==> src/rtl/conv_kernel_loader_if.sv <==
// Purpose: command, ROM-read and kernel-write signals of conv_kernel_loader.
// Ports (as seen from the loader, modport slave):
//   in : enable, kernel_cmd[1:0], rom_data[DATA_WIDTH]
//   out: rom_rd_en, rom_addr[ADDR_WIDTH], kernel_wr_en, kernel_wr_idx[3:0],
//        kernel_wr_data[DATA_WIDTH], kernel_sel[1:0], kernel_ack[1:0],
//        last_kernel, busy
// The master modport is the controller/ROM side.
interface conv_kernel_loader_if #(
  parameter int unsigned DATA_WIDTH = 32,
  parameter int unsigned ADDR_WIDTH = 6
);
  logic                  enable;
  logic [1:0]            kernel_cmd;
  logic                  rom_rd_en;
  logic [ADDR_WIDTH-1:0] rom_addr;
  logic [DATA_WIDTH-1:0] rom_data;
  logic                  kernel_wr_en;
  logic [3:0]            kernel_wr_idx;
  logic [DATA_WIDTH-1:0] kernel_wr_data;
  logic [1:0]            kernel_sel;
  logic [1:0]            kernel_ack;
  logic                  last_kernel;
  logic                  busy;

  modport master (
    output enable, kernel_cmd, rom_data,
    input  rom_rd_en, rom_addr, kernel_wr_en, kernel_wr_idx, kernel_wr_data,
           kernel_sel, kernel_ack, last_kernel, busy
  );

  modport slave (
    input  enable, kernel_cmd, rom_data,
    output rom_rd_en, rom_addr, kernel_wr_en, kernel_wr_idx, kernel_wr_data,
           kernel_sel, kernel_ack, last_kernel, busy
  );
endinterface

==> src/rtl/conv_kernel_loader.sv <==
// Purpose: loads one KERNEL_SIZE x KERNEL_SIZE kernel from the weight ROM into
// the kernel array per LOAD command, walking kernel index 0..TOTAL_WEIGHT-1
// with wrap-around; RESTART returns the index to 0.
// Ports:
//   clk    : rising-edge clock
//   rst    : synchronous active-high reset
//   bus_if : conv_kernel_loader_if.slave (command, ROM read, kernel write,
//            ack/last_kernel/busy status)
module conv_kernel_loader #(
  parameter int unsigned KERNEL_SIZE  = 3,
  parameter int unsigned TOTAL_WEIGHT = 4,
  parameter int unsigned DATA_WIDTH   = 32,
  parameter int unsigned ADDR_WIDTH   = 6,
  parameter int unsigned BASE_ADDR    = 0
) (
  input  logic                 clk,
  input  logic                 rst,
  conv_kernel_loader_if.slave  bus_if
);

  localparam int unsigned KERNEL_WORDS = KERNEL_SIZE * KERNEL_SIZE;
  localparam int unsigned IDX_W        = 4;
  localparam int unsigned KIDX_W       = 2;
  localparam int unsigned LAST_WORD    = KERNEL_WORDS - 1;
  localparam int unsigned LAST_KIDX    = TOTAL_WEIGHT - 1;

  localparam logic [1:0] CMD_LOAD    = 2'd1;
  localparam logic [1:0] CMD_RESTART = 2'd2;
  localparam logic [1:0] ACK_IDLE    = 2'd0;
  localparam logic [1:0] ACK_RESTART = 2'd1;
  localparam logic [1:0] ACK_LOAD    = 2'd3;

  typedef enum logic [2:0] {
    ST_IDLE,
    ST_FETCH,
    ST_DRAIN,
    ST_DONE,
    ST_RST_ACK
  } state_e;

  state_e                state_q, state_d;
  logic [IDX_W-1:0]      word_q, word_d;
  logic [KIDX_W-1:0]     kidx_q, kidx_d;
  logic                  rd_en_q, rd_en_d;
  logic [ADDR_WIDTH-1:0] addr_q, addr_d;
  logic                  wr_en_q, wr_en_d;
  logic [IDX_W-1:0]      wr_idx_q, wr_idx_d;
  logic [KIDX_W-1:0]     sel_q, sel_d;
  logic [1:0]            ack_q, ack_d;
  logic                  last_q, last_d;
  logic                  busy_q, busy_d;
  logic [ADDR_WIDTH-1:0] kernel_base_c;
  logic                  accept_c;

  // ROM address of word 0 of the current kernel
  assign kernel_base_c = ADDR_WIDTH'(BASE_ADDR + (32'(kidx_q) * KERNEL_WORDS));
  assign accept_c      = bus_if.enable;

  // Next state plus next value of every registered output, so outputs line up
  // with the state they belong to.
  always_comb begin
    state_d  = state_q;
    word_d   = word_q;
    kidx_d   = kidx_q;
    rd_en_d  = 1'b0;
    addr_d   = addr_q;
    wr_en_d  = 1'b0;
    wr_idx_d = wr_idx_q;
    sel_d    = sel_q;
    ack_d    = ACK_IDLE;
    last_d   = 1'b0;
    busy_d   = 1'b0;

    case (state_q)
      ST_IDLE: begin
        if (accept_c && (bus_if.kernel_cmd == CMD_LOAD)) begin
          state_d = ST_FETCH;
          word_d  = '0;
          rd_en_d = 1'b1;
          addr_d  = kernel_base_c;
          sel_d   = kidx_q;
        end else if (accept_c && (bus_if.kernel_cmd == CMD_RESTART)) begin
          state_d = ST_RST_ACK;
          ack_d   = ACK_RESTART;
        end
      end

      ST_FETCH: begin
        // write of the word read in this cycle happens next cycle
        wr_en_d  = 1'b1;
        wr_idx_d = word_q;
        sel_d    = kidx_q;
        if (word_q == IDX_W'(LAST_WORD)) begin
          state_d = ST_DRAIN;
        end else begin
          word_d  = word_q + IDX_W'(1);
          rd_en_d = 1'b1;
          addr_d  = addr_q + ADDR_WIDTH'(1);
        end
      end

      ST_DRAIN: begin
        state_d = ST_DONE;
        sel_d   = kidx_q;
        ack_d   = ACK_LOAD;
        last_d  = (kidx_q == KIDX_W'(LAST_KIDX));
      end

      ST_DONE: begin
        state_d = ST_IDLE;
        kidx_d  = (kidx_q == KIDX_W'(LAST_KIDX)) ? '0 : kidx_q + KIDX_W'(1);
      end

      ST_RST_ACK: begin
        state_d = ST_IDLE;
        kidx_d  = '0;
      end

      default: begin
        state_d = ST_IDLE;
      end
    endcase

    busy_d = (state_d != ST_IDLE);
  end

  // State and output registers; reset abandons any partial kernel
  always_ff @(posedge clk) begin
    if (rst) begin
      state_q  <= ST_IDLE;
      word_q   <= '0;
      kidx_q   <= '0;
      rd_en_q  <= 1'b0;
      addr_q   <= '0;
      wr_en_q  <= 1'b0;
      wr_idx_q <= '0;
      sel_q    <= '0;
      ack_q    <= ACK_IDLE;
      last_q   <= 1'b0;
      busy_q   <= 1'b0;
    end else begin
      state_q  <= state_d;
      word_q   <= word_d;
      kidx_q   <= kidx_d;
      rd_en_q  <= rd_en_d;
      addr_q   <= addr_d;
      wr_en_q  <= wr_en_d;
      wr_idx_q <= wr_idx_d;
      sel_q    <= sel_d;
      ack_q    <= ack_d;
      last_q   <= last_d;
      busy_q   <= busy_d;
    end
  end

  assign bus_if.rom_rd_en     = rd_en_q;
  assign bus_if.rom_addr      = addr_q;
  assign bus_if.kernel_wr_en  = wr_en_q;
  assign bus_if.kernel_wr_idx = wr_idx_q;
  assign bus_if.kernel_sel    = sel_q;
  assign bus_if.kernel_ack    = ack_q;
  assign bus_if.last_kernel   = last_q;
  assign bus_if.busy          = busy_q;

  // The ROM's output register is the data pipeline stage; the word is passed
  // straight through during the write cycle and held at zero otherwise.
  assign bus_if.kernel_wr_data = wr_en_q ? bus_if.rom_data : {DATA_WIDTH{1'b0}};

endmodule

==> src/flat_wrapper.sv <==
// flat-port wrapper written by rule: the top's interface ports become plain ports
module conv_kernel_loader_flat 
#(
  parameter int unsigned KERNEL_SIZE  = 3,
  parameter int unsigned TOTAL_WEIGHT = 4,
  parameter int unsigned DATA_WIDTH   = 32,
  parameter int unsigned ADDR_WIDTH   = 6,
  parameter int unsigned BASE_ADDR    = 0
)
  (clk, rst, bus_if_enable, bus_if_kernel_cmd, bus_if_rom_data, bus_if_rom_rd_en, bus_if_rom_addr, bus_if_kernel_wr_en, bus_if_kernel_wr_idx, bus_if_kernel_wr_data, bus_if_kernel_sel, bus_if_kernel_ack, bus_if_last_kernel, bus_if_busy);
  conv_kernel_loader_if #(.DATA_WIDTH(DATA_WIDTH), .ADDR_WIDTH(ADDR_WIDTH)) bus_if_i ();
  input  logic clk;
  input  logic rst;
  input wire logic [$bits(bus_if_i.enable)-1:0] bus_if_enable;
  input wire logic [$bits(bus_if_i.kernel_cmd)-1:0] bus_if_kernel_cmd;
  input wire logic [$bits(bus_if_i.rom_data)-1:0] bus_if_rom_data;
  output wire logic [$bits(bus_if_i.rom_rd_en)-1:0] bus_if_rom_rd_en;
  output wire logic [$bits(bus_if_i.rom_addr)-1:0] bus_if_rom_addr;
  output wire logic [$bits(bus_if_i.kernel_wr_en)-1:0] bus_if_kernel_wr_en;
  output wire logic [$bits(bus_if_i.kernel_wr_idx)-1:0] bus_if_kernel_wr_idx;
  output wire logic [$bits(bus_if_i.kernel_wr_data)-1:0] bus_if_kernel_wr_data;
  output wire logic [$bits(bus_if_i.kernel_sel)-1:0] bus_if_kernel_sel;
  output wire logic [$bits(bus_if_i.kernel_ack)-1:0] bus_if_kernel_ack;
  output wire logic [$bits(bus_if_i.last_kernel)-1:0] bus_if_last_kernel;
  output wire logic [$bits(bus_if_i.busy)-1:0] bus_if_busy;
  assign bus_if_i.enable = bus_if_enable;
  assign bus_if_i.kernel_cmd = bus_if_kernel_cmd;
  assign bus_if_i.rom_data = bus_if_rom_data;
  assign bus_if_rom_rd_en = bus_if_i.rom_rd_en;
  assign bus_if_rom_addr = bus_if_i.rom_addr;
  assign bus_if_kernel_wr_en = bus_if_i.kernel_wr_en;
  assign bus_if_kernel_wr_idx = bus_if_i.kernel_wr_idx;
  assign bus_if_kernel_wr_data = bus_if_i.kernel_wr_data;
  assign bus_if_kernel_sel = bus_if_i.kernel_sel;
  assign bus_if_kernel_ack = bus_if_i.kernel_ack;
  assign bus_if_last_kernel = bus_if_i.last_kernel;
  assign bus_if_busy = bus_if_i.busy;
  conv_kernel_loader #(.KERNEL_SIZE(KERNEL_SIZE), .TOTAL_WEIGHT(TOTAL_WEIGHT), .DATA_WIDTH(DATA_WIDTH), .ADDR_WIDTH(ADDR_WIDTH), .BASE_ADDR(BASE_ADDR)) u_core (.clk(clk), .rst(rst), .bus_if(bus_if_i));
endmodule
==> config.mk <==
export PLATFORM = sky130hd
export DESIGN_NAME = conv_kernel_loader_flat
export DESIGN_NICKNAME = d
export VERILOG_FILES = /design/src/rtl/conv_kernel_loader_if.sv /design/src/rtl/conv_kernel_loader.sv /design/src/flat_wrapper.sv
export SDC_FILE = /design/constraint.sdc
export NUM_CORES = 1
export LEC_CHECK = 0
export CELL_PAD_IN_SITES_DETAIL_PLACEMENT = 1
export CELL_PAD_IN_SITES_GLOBAL_PLACEMENT = 1
export CORE_MARGIN = 3
export CORE_UTILIZATION = 26
export DETAILED_ROUTE_END_ITERATION = 6
export HOLD_SLACK_MARGIN = 0.1
export PLACE_DENSITY = 0.9
export SETUP_SLACK_MARGIN = 0.15
export SKIP_CTS_REPAIR_TIMING = 1
export SYNTH_ARGS = -nofsm -noshare
export SYNTH_HDL_FRONTEND = slang
export SYNTH_SLANG_ARGS = --single-unit
==> constraint.sdc <==
create_clock -name clk -period 1.86 [get_ports clk]
set_input_delay 0.372 -clock clk [delete_from_list [all_inputs] [get_ports clk]]
set_output_delay 0.372 -clock clk [all_outputs]
set_load 0.05 [all_outputs]
# Yosys cells after proc, flatten, opt, wreduce, memory -nomap -nowiden
# Cells that the tools add are included.
# totals
reg_bits	27
input_bits	37
output_inout_bits	50
elab_cells	59
# classes
addsub	3
mul	1
n_eq_ne	10
n_mux	22
bitwise_logic	1
n_reduce_logical	11
# ops
operator	n
$mux 32	1
$mux 6	2
$pmux 2 s2	3
$pmux 6 s2	1
$mux 3	3
$pmux 3 s3	1
$mux 4	2
$pmux 4 s2	1
$add 6x1->6 const B	1
$eq 3x2->1 const B	2
$mul 2x4->6 const B	1
$mux 2	3
$reduce_bool 2->1	3
$add 4x1->4 const B	1
$eq 2x2->1 const B	2
$eq 4x4->1 const B	1
$mux 1	4
$reduce_or 2->1	2
$eq 3x1->1 const B	1
$eq 3x3->1 const B	1
$logic_not 3->1	1
$reduce_and 3->1	1
$reduce_bool 3->1	1
$add 2x1->2 const B	1
other kinds (7)	8

# Logic depth before layout (Yosys ltp)
# logic_depth
ltp_word	6
depth_mapped	7
ltp_nobuf	6

# Worst setup path after synthesis
# OpenSTA, ideal clock, no wires.
# synth_path
kind	flip-flop to output port
from	register u_core.wr_en_q (netlist: u_core.bus_if.kernel_wr_en)
to	output port bus_if_kernel_wr_data[0]
t_arrival_ps	1354
t_required_ps	1488
path_slack_ps	134
path_stages_with_launch	3
path_buffers	1
cell_sequence	dfxtp_1 -> clkbuf_1 -> and2_1
# synth_between
elab_chain_cells	1
# synth_lines
item	line	source
start: declaration	conv_kernel_loader.sv:46	logic wr_en_q, wr_en_d;
start signal: assignment	conv_kernel_loader.sv:147	wr_en_q <= wr_en_d;
$mux 32	conv_kernel_loader.sv:167	assign bus_if.kernel_wr_data = wr_en_q ? bus_if.rom_data : {DATA_WIDTH{1'b0}};
end: declaration	flat_wrapper.sv:21	output wire logic [$bits(bus_if_i.kernel_wr_data)-1:0] bus_if_kernel_wr_data;
# Every way passes these cells.

# Worst setup path in the final report
# layout_path
from	input port bus_if_kernel_cmd[1]
to	register u_core.word_q[3]
# layout_between
elab_chain_cells	4
# layout_lines
item	line	source
start: declaration	flat_wrapper.sv:15	input wire logic [$bits(bus_if_i.kernel_cmd)-1:0] bus_if_kernel_cmd;
$eq 2x1->1	conv_kernel_loader.sv:76	if (accept_c && (bus_if.kernel_cmd == CMD_LOAD)) begin
$logic_and 1x1->1	conv_kernel_loader.sv:76	
$ne 2x1->1 (no line)	-	
$reduce_and 3->1 (no line)	-	
end signal: assignment	conv_kernel_loader.sv:143	word_q <= word_d;
end: declaration	conv_kernel_loader.sv:42	logic [IDX_W-1:0] word_q, word_d;
# Every way passes these cells.
# A chain may end at the register's enable or synchronous reset.

==> summary.md <==
The number of violations reported at the end of detailed-routing iteration 0 came out at 28. The tools report the number of detailed-routing iterations run before antenna repair as 4. The largest area contributor in the synthesized netlist was dfxtp_1. For this design the ratio of total power to cell area is 459 mW/mm2. Setup repair after global routing left no endpoint under its margin.

Synthesis produced a netlist whose cell count is 180. For the total via count after detailed routing, the log shows 1617. Derived from the worst setup path, the maximum achievable clock frequency is 621 MHz. After synthesis, the cell types taking the most area are dfxtp_1 37%, and2_1 14%, nand2_1 6.1%. The logs give 0 for the number of antenna-violating nets in the routed design and 1655 for the via count of the first global-routing pass. The tools report the number of pins exceeding their max-slew limit in the final report as 0. For the net count reported at finish, the log shows 307.

The run finished with clean final reports. After filler insertion, the fill cell instance count of the layout stands at 571. Worst slew margin relative to its limit: 0.664. The cell with the most instances after synthesis is and2_1. For this run the aggregate overflow at the end of global routing stands at 0.

The post-detailed-route via-to-cell ratio works out to 4.83. Top fanout value on the critical path: 10. The clock tree skew after final layout is 0.00401 ns, and the count of buffers from port buffering is 86. For the worst setup path, the data arrival time is 1.84 ns.

The finished cells cover 0.00280 mm2. The weighted congestion at the end of routability-driven global placement was 0.811. The run gives 1 as the CTS H-tree depth. Across the VDD grid, the largest voltage drop is 265 uV. Proportion of synthesized chip area in sequential cells: 0.367. The design draws 1.29 mW. The tools report the total die area as 0.00660 mm2. Core utilization of the finished layout: 0.528. The tree is rooted in a clkbuf_8. For the initial standard-cell utilization of the core, the log shows 0.278. In the routed design, unresolved DRC markers number 0.

The total global-route track usage was 0.169. TritonCTS built the clock tree. In this run the cell area of the synthesized design comes to 0.00147 mm2. At the pin with the least slew margin, the transition time is 0.503 ns. The later pin in the worst-skew pair is clocked with a latency of 0.28 ns. Clock-pin slew was measured on the worst setup and hold paths at 0.09 ns. Once detailed placement completed, the half-perimeter wirelength came to 4580 um. The tools report the leakage component of the power as 1.18 nW.

The die is 81.3 um wide. After routing, the total negative slack on setup checks comes to 0 ns. In the synthesized netlist the dominant register cell turns out to be dfxtp_1. For this design the top-level I/O count stands at 87. In this run, synthesis produced a sequential element count of 27. Entering global routing, the biggest net connects 34 pins.

The first global-routing pass estimated 8620 um of wire. The run gives 0 as the antenna cell count. The average instance in the mapped netlist occupies 8.18 um2.

No sink is reached through more buffers than the 2 on the longest clock path. Share of the clock period used by the worst path after layout: 0.866. The count of cells in the finished layout, fillers not included, comes to 335. The initial antenna violation count is 0, and the area overhead of the layout relative to synthesis is 90.1%. The number of synthesized flops with an enable pin works out to 0. The floorplan step set the die height to 81.3 um. The number of hold violations in the final report is 0. The category of the most critical setup path was in2reg. STA classifies the critical path endpoint as a flip-flop. The run gives 27 as the count of clock tree sinks. The number of failing setup endpoints in the final timing report is 0. Ranked by instance count, the synthesized netlist is headed by 33 x and2_1, 27 x dfxtp_1, 24 x nand2_1, 13 x nor2_1, 11 x a21oi_1.

The final worst slack was 0.249 ns. Average routed wire per standard cell: 17.1 um. For the max-cap violation count, the log shows 0. For this block, the routed nets add up to 5720 um of wire. For the number of cells in the design after placement, the log shows 331. The clock period could shrink to 1.61 ns. Counting every net in the synthesized netlist gives 221. The setup slack at placement is -0.0484 ns. The fraction of synthesized cell area taken by the top area cell type was 0.367; the endpoint required time on the critical path was 2.09 ns. The share of final-layout standard cells stronger than drive strength 1 came out at 0.389.

Counting the buffers created by CTS gives 3. Row generation in the floorplan step produced 26 rows. After synthesis, the netlist uses 41 different library cells. The type of the tightest min-delay check was reg2reg. Summing all placed instances gives a cell area of 0.00273 mm2. On the final layout, the worst hold slack is 0.459 ns. The area of the core came out at 0.00530 mm2. STA classifies the critical path startpoint as a primary input.

For the yosys synthesis warning count, the log shows 0. The async set or reset register ratio after synthesis was 0.
[kinds of logic after synthesis]
| group | count (synthesis) | share of synthesized area |
|---|---|---|
| buffers and inverters | 16 | 0.0569 |
| flip-flops | 27 | 0.367 |
| adder cells (fa/ha/maj) | 4 | 0.0340 |
| AND/OR/NAND/NOR | 95 | 0.353 |
| AO/OA/AOI/OAI | 32 | 0.150 |
| multiplexers | 5 | 0.0340 |
| XOR/XNOR | 1 | 0.00595 |
[where the power goes]
group          switching, mW  total, mW  internal, mW
clock network          0.189      0.339         0.150
logic                  0.170      0.342         0.171
registers             0.0143      0.605         0.590
total                  0.373       1.29         0.912
[worst max-delay path, stage by stage]
cell and delay (ns):
clkdlybuf4s50_1 0.43, and4bb_2 0.32, nand2_1 0.21, a2111o_1 0.43
nand2_1 0.07
[routing by layer]
metal | track usage | routed length (um)
met5 | 0 | 0
met4 | 0.0524 | 66
met3 | 0.0499 | 570
met2 | 0.303 | 2740
met1 | 0.191 | 2340
[placed cells by master, fill, tap and decap left out, types with 6 or more instances in the layout]
cell type	count
nor2_1	13
buf_4	20
clkdlybuf4s50_1	36
and2_2	31
dfxtp_1	24
a21oi_1	11
nand2_1	24
nand3_1	6
buf_12	33
[worst paths after layout]
check	start	to	slack, ns	cells after the start
setup reg to reg	u_core.word_q[0]	u_core.bus_if.rom_addr[4]	0.26	6
hold / removal	u_core.bus_if.kernel_wr_idx[2]	u_core.bus_if.kernel_wr_idx[2]	0.46	2
setup / recovery	bus_if_kernel_cmd[1]	u_core.word_q[3]	0.25	5
hold reg to reg	u_core.bus_if.kernel_wr_idx[2]	u_core.bus_if.kernel_wr_idx[2]	0.46	2
[sequential cells by signal, indices dropped and copies added, names as in the netlist, 2 cells and up]
name and flops:
u_core.kidx_q 2, u_core.bus_if.rom_addr 6, u_core.bus_if.kernel_sel 2, u_core.bus_if.kernel_wr_idx 4
u_core.bus_if.kernel_ack 2, u_core.word_q 4, u_core.state_q 3
[layout make-up]
type                            instances  area, um2  area share
Tap cell                               70       87.6      0.0313
Multi-Input combinational cell        137        896       0.320
Clock buffer                            3       41.3      0.0147
Sequential cell                        27        544       0.194
Clock inverter                          1       5.00     0.00179
Inverter                                5       18.8     0.00670
Timing Repair Buffer                   92       1210       0.431
No activity file was read; power rests on OpenSTA's default activity.
